**src/rtl/priority_demux21.sv**
```systemverilog
// Registered 1-to-6 priority demultiplexer: one held word, routed by s4..s0 (s4 highest),
// released on sink ready or dropped after TIMEOUT stalled cycles.
module priority_demux21 #(
    parameter int WIDTH   = 8,
    parameter int TIMEOUT = 16
) (
    input  logic             clk,
    input  logic             rst_n,
    input  logic             s0,
    input  logic             s1,
    input  logic             s2,
    input  logic             s3,
    input  logic             s4,
    input  logic [WIDTH-1:0] din,
    input  logic             din_valid,
    output logic             din_ready,
    output logic [WIDTH-1:0] y1,
    output logic [WIDTH-1:0] y2,
    output logic [WIDTH-1:0] y3,
    output logic [WIDTH-1:0] y4,
    output logic [WIDTH-1:0] y5,
    output logic [WIDTH-1:0] y6,
    output logic             v1,
    output logic             v2,
    output logic             v3,
    output logic             v4,
    output logic             v5,
    output logic             v6,
    input  logic             rdy1,
    input  logic             rdy2,
    input  logic             rdy3,
    input  logic             rdy4,
    input  logic             rdy5,
    input  logic             rdy6,
    output logic             drop,
    output logic             dbg_state
);

    localparam int TW = (TIMEOUT < 1) ? 1 : $clog2(TIMEOUT + 1);
    localparam logic [TW-1:0] TLAST = TW'((TIMEOUT == 0) ? 0 : TIMEOUT - 1);

    typedef enum logic {EMPTY = 1'b0, FULL = 1'b1} state_t;

    state_t          state;
    logic [WIDTH-1:0] data_q;
    logic [2:0]      dest_q;
    logic [TW-1:0]   timer_q;
    logic [2:0]      dest_enc;
    logic            rdy_sel;
    logic            accept;
    logic            timeout_hit;

    // Handshake: a word moves only when valid and ready are both high at a rising edge;
    // ready never depends on valid, and while FULL it is the selected sink's ready.
    assign din_ready   = (state == EMPTY) || rdy_sel;
    assign accept      = din_valid && din_ready;
    assign timeout_hit = (TIMEOUT != 0) && (timer_q == TLAST);
    assign dbg_state   = (state == FULL);

    always_comb begin
        dest_enc = 3'd1;
        if (s4)      dest_enc = 3'd6;
        else if (s3) dest_enc = 3'd5;
        else if (s2) dest_enc = 3'd4;
        else if (s1) dest_enc = 3'd3;
        else if (s0) dest_enc = 3'd2;
    end

    always_comb begin
        rdy_sel = 1'b0;
        if (state == FULL) begin
            case (dest_q)
                3'd1:    rdy_sel = rdy1;
                3'd2:    rdy_sel = rdy2;
                3'd3:    rdy_sel = rdy3;
                3'd4:    rdy_sel = rdy4;
                3'd5:    rdy_sel = rdy5;
                3'd6:    rdy_sel = rdy6;
                default: rdy_sel = 1'b0;
            endcase
        end
    end

    always_ff @(posedge clk or negedge rst_n) begin
        if (!rst_n) begin
            state   <= EMPTY;
            data_q  <= '0;
            dest_q  <= 3'd1;
            timer_q <= '0;
            drop    <= 1'b0;
        end else begin
            drop <= 1'b0;
            case (state)
                EMPTY: begin
                    if (accept) begin
                        data_q  <= din;
                        dest_q  <= dest_enc;
                        timer_q <= '0;
                        state   <= FULL;
                    end
                end
                FULL: begin
                    if (rdy_sel) begin
                        timer_q <= '0;
                        if (accept) begin
                            data_q <= din;
                            dest_q <= dest_enc;
                        end else begin
                            state <= EMPTY;
                        end
                    end else if (timeout_hit) begin
                        // Delivery has already been ruled out, so the stall expiry discards the word.
                        timer_q <= '0;
                        drop    <= 1'b1;
                        state   <= EMPTY;
                    end else begin
                        timer_q <= timer_q + 1'b1;
                    end
                end
                default: state <= EMPTY;
            endcase
        end
    end

    always_comb begin
        y1 = '0; y2 = '0; y3 = '0; y4 = '0; y5 = '0; y6 = '0;
        v1 = 1'b0; v2 = 1'b0; v3 = 1'b0; v4 = 1'b0; v5 = 1'b0; v6 = 1'b0;
        if (state == FULL) begin
            case (dest_q)
                3'd1:    begin v1 = 1'b1; y1 = data_q; end
                3'd2:    begin v2 = 1'b1; y2 = data_q; end
                3'd3:    begin v3 = 1'b1; y3 = data_q; end
                3'd4:    begin v4 = 1'b1; y4 = data_q; end
                3'd5:    begin v5 = 1'b1; y5 = data_q; end
                3'd6:    begin v6 = 1'b1; y6 = data_q; end
                default: ;
            endcase
        end
    end

endmodule

```
**config.mk**
```make
export PLATFORM = sky130hd
export DESIGN_NAME = priority_demux21
export DESIGN_NICKNAME = d
export VERILOG_FILES = /design/src/rtl/priority_demux21.sv
export SDC_FILE = /design/constraint.sdc
export NUM_CORES = 1
export LEC_CHECK = 0
export CAP_MARGIN = 0
export CORE_MARGIN = 4
export CORE_UTILIZATION = 36
export CTS_CLUSTER_SIZE = 20
export DETAILED_ROUTE_END_ITERATION = 16
export PLACE_DENSITY = 0.81
export RECOVER_POWER = 50
export SYNTH_ARGS = -nofsm -noshare
export SYNTH_HDL_FRONTEND = slang
export SYNTH_SLANG_ARGS = --single-unit
```
**constraint.sdc**
```tcl
create_clock -name clk -period 1.8 [get_ports clk]
set_input_delay 0.45 -clock clk [delete_from_list [all_inputs] [get_ports clk]]
set_output_delay 0.45 -clock clk [all_outputs]
set_load 0.005 [all_outputs]
```
==> metrics <==
Worst EP required=1.35 ns; total number of vias=1751; Worst Path Arrival=1.75 ns; largest net degree at the start of global routing=19; final worst-path cycle share=1.22; Die Wd=66.5 um; most frequent cells in the layout=buf_6 (66), and2_4 (33), clkdlybuf4s50_1 (21), buf_4 (21), dfrtp_1 (16); Syn Inst Count=136; GRT Total Usage=0.269; sw power=0.00173 W; initial antenna violation count=0; Max Fclk=0.454 GHz; routability cong.=0.876; VDD IR-drop max=897 uV; met3 GRT Util=0.0607; clk buf depth=2; Seq/Total Area, Yosys=0.367; Residual DRC=0; average cell area after synthesis=9.05 um^2; leading cell type in the layout, fill and taps excluded=buf_6; delay-heaviest family, CP=flip-flops; setup TNS=-17.07 ns; Final Hold Viols=0; clock share of power=0.060; H-Tree Level Count=1; outcome=finished, violations left; flop-to-flop setup slack=-0.26 ns; crit-path cells=buf_6 -> nand2b_4 -> buf_6 -> nor2_4 -> buf_6 -> and2_1 -> buf_2; Wirelength per Cell=22.6 um; Yosys reg bits=18; failing checks=negative setup slack; Cell Rows=20; DR pass1 iterations=6; post-detailed-routing wire length=7140 um; Period minus WS final=2.20 ns; type of the worst setup path=reg -> out; global route overflow=0; Max transition margin=0.313; setup ws final=-0.401 ns; Area Growth Syn to Fin=129%; CP endpoint=y1[3]; GR Layer Usage met2=0.489; Setup crit start=dest_q[0]; global-route wire length before repair=9110 um; CTS tree=built; power per cell area=1500 nW/um^2; slowest CP cell=dfstp_2; Post-layout nets=296; Die H=66.5 um; Setup Skew=0.00727 ns; M1 GR Usage=0.299; hold_sp=timer_q[1]; CP dominant cell by count=buf_6; Inst Count DP=276; HPWL after detailed placement=3450 um; Pins Over Slew Limit=0; sw frac=0.408; stages on the worst setup path=7; share of layout cells above drive strength 1=0.651; worst slew pin tran=1.03 ns; RR Startpoint=dest_q[0]; unrepaired setup endpoints after global routing=yes; Hold Path Class=reg -> reg; Skew-Pair Late Insertion Delay=0.30 ns; P_int=0.00251 W; Pleak=1.39 nW; clock sink total=18; R2R depth=8; die area=4420 um^2; CP endpoint kind=output port; post-route ant nets=0; Critical Path Max Stage Delay=0.58 ns; clock-pin slew on the worst setup and hold paths=0.11 ns; CP startpoint kind=flip-flop; Setup violations, final=66; Via density=5.54; Mapped Area=1230 um^2; max cap viols=0; Final Non-Filler Cells=316; Synth cell types=32; Num CTS Buffers=3; CTS root buf=clkbuf_4; # diodes=0; DR iter-0 viols=94; Reg-to-Reg End=data_q[7]; Combinational Power Share=0.732; core area=3150 um^2; Synthesized Nets=159; Worst Path Buf+Inv=4; I/O pin total=79; Port Buf Inserts=78; synth warn=0; vias in the first global route=1789; Starting Density=0.390; register share of total power=0.207; Fin Hold WS=0.530 ns; Max FO, Critical Path=6; pre-CTS setup slack=-0.552 ns; GR peak layer=met2
==> power by group through the flow <==
stage                     clock [W]  combinational [W]  sequential (W)
after floorplan                   0           0.000777        0.000734
after global routing       0.000278            0.00325        0.000905
after global placement            0            0.00171        0.000798
after CTS                  0.000254            0.00255        0.000825
final                      0.000256            0.00311        0.000880
after detailed placement          0            0.00176        0.000819
==> state kept, by name (all words and copies together), names as in the netlist <==
name       cells
data_q         8
dbg_state      1
timer_q        5
drop           1
dest_q         3
==> synth_stat cells, drive strengths merged <==
master  number  area, um^2
and2        48         300
a211oi       1        7.51
inv          4        15.0
or2b         1        7.51
nand2b       5        31.3
nor2        10        37.5
nor3b        1        7.51
o22a         1        8.76
nand2        5        18.8
a21o         1        7.51
or2          2        15.0
o22ai        1        6.26
buf          1        5.00
nor2b        3        18.8
dfstp        1        26.3
dfrtp       17         425
o21bai       1        7.51
mux2i        3        30.0
mux2         9         101
o21ai        9        60.1
nand4        1        6.26
nand3        4        25.0
a32oi        3        26.3
a41oi        1        8.76
nor3         1        5.00
ha           1        12.5
a32o         1        10.0
==> through the flow <==
step           area [um^2]  total power, W   util
2_1_floorplan         1230         0.00151      -
5_1_grt               2830         0.00443  0.896
3_5_place_dp          2200         0.00258  0.699
6_report              2830         0.00424  0.896
3_3_place_gp          2200         0.00251  0.699
4_1_cts               2620         0.00363  0.831
==> per-layer routing <==
metal,wire length (um),part of all wire
met1,2660,0.37
met2,3500,0.49
met3,551,0.077
met4,423,0.059
met5,0,0
==> worst reg2reg max path, stage by stage, from the launching register on <==
cell and delay, ns:
dfstp_2 0.58, buf_6 0.13, buf_6 0.10, mux2i_2 0.23, buf_4 0.17, o21ai_4 0.06
o21ai_4 0.16, buf_12 0.16, mux2_2 0.33
==> cells by family after synthesis <==
logic type	count (synthesis)	synth area share
simple gates	81	0.384
compound gates	19	0.116
flops	18	0.367
mux	12	0.107
buf+inv	5	0.0163
fa+ha+maj	1	0.0102
==> timing repair <==
item | 4_1_cts | 5_1_grt
setup buffers | 33 | 7
gates resized for setup | 302 | 59
setup endpoints to repair | 64 | 70
hold buffers | 0 | 0
pin swaps | 12 | 6
cloned | 4 | 0
==> final cells by class <==
class	count	area (um^2)
flip-flops and latches	18	453
well taps	44	55.1
fillers	132	328
inverters	4	15.0
multi-input cells	114	1010
clock buffers	4	36.3
repair buffers	132	1250
==> how the worst min path moves through the flow <==
stage,to,slack (ns),depth (start not counted)
floorplan,data_q[0],0.15,0
global placement,timer_q[4],0.48,1
detailed placement,timer_q[4],0.50,1
CTS,data_q[1],0.48,2
global route,timer_q[0],0.56,1
finish,timer_q[1],0.53,2
Note: power is estimated with default switching activity, not from simulation.
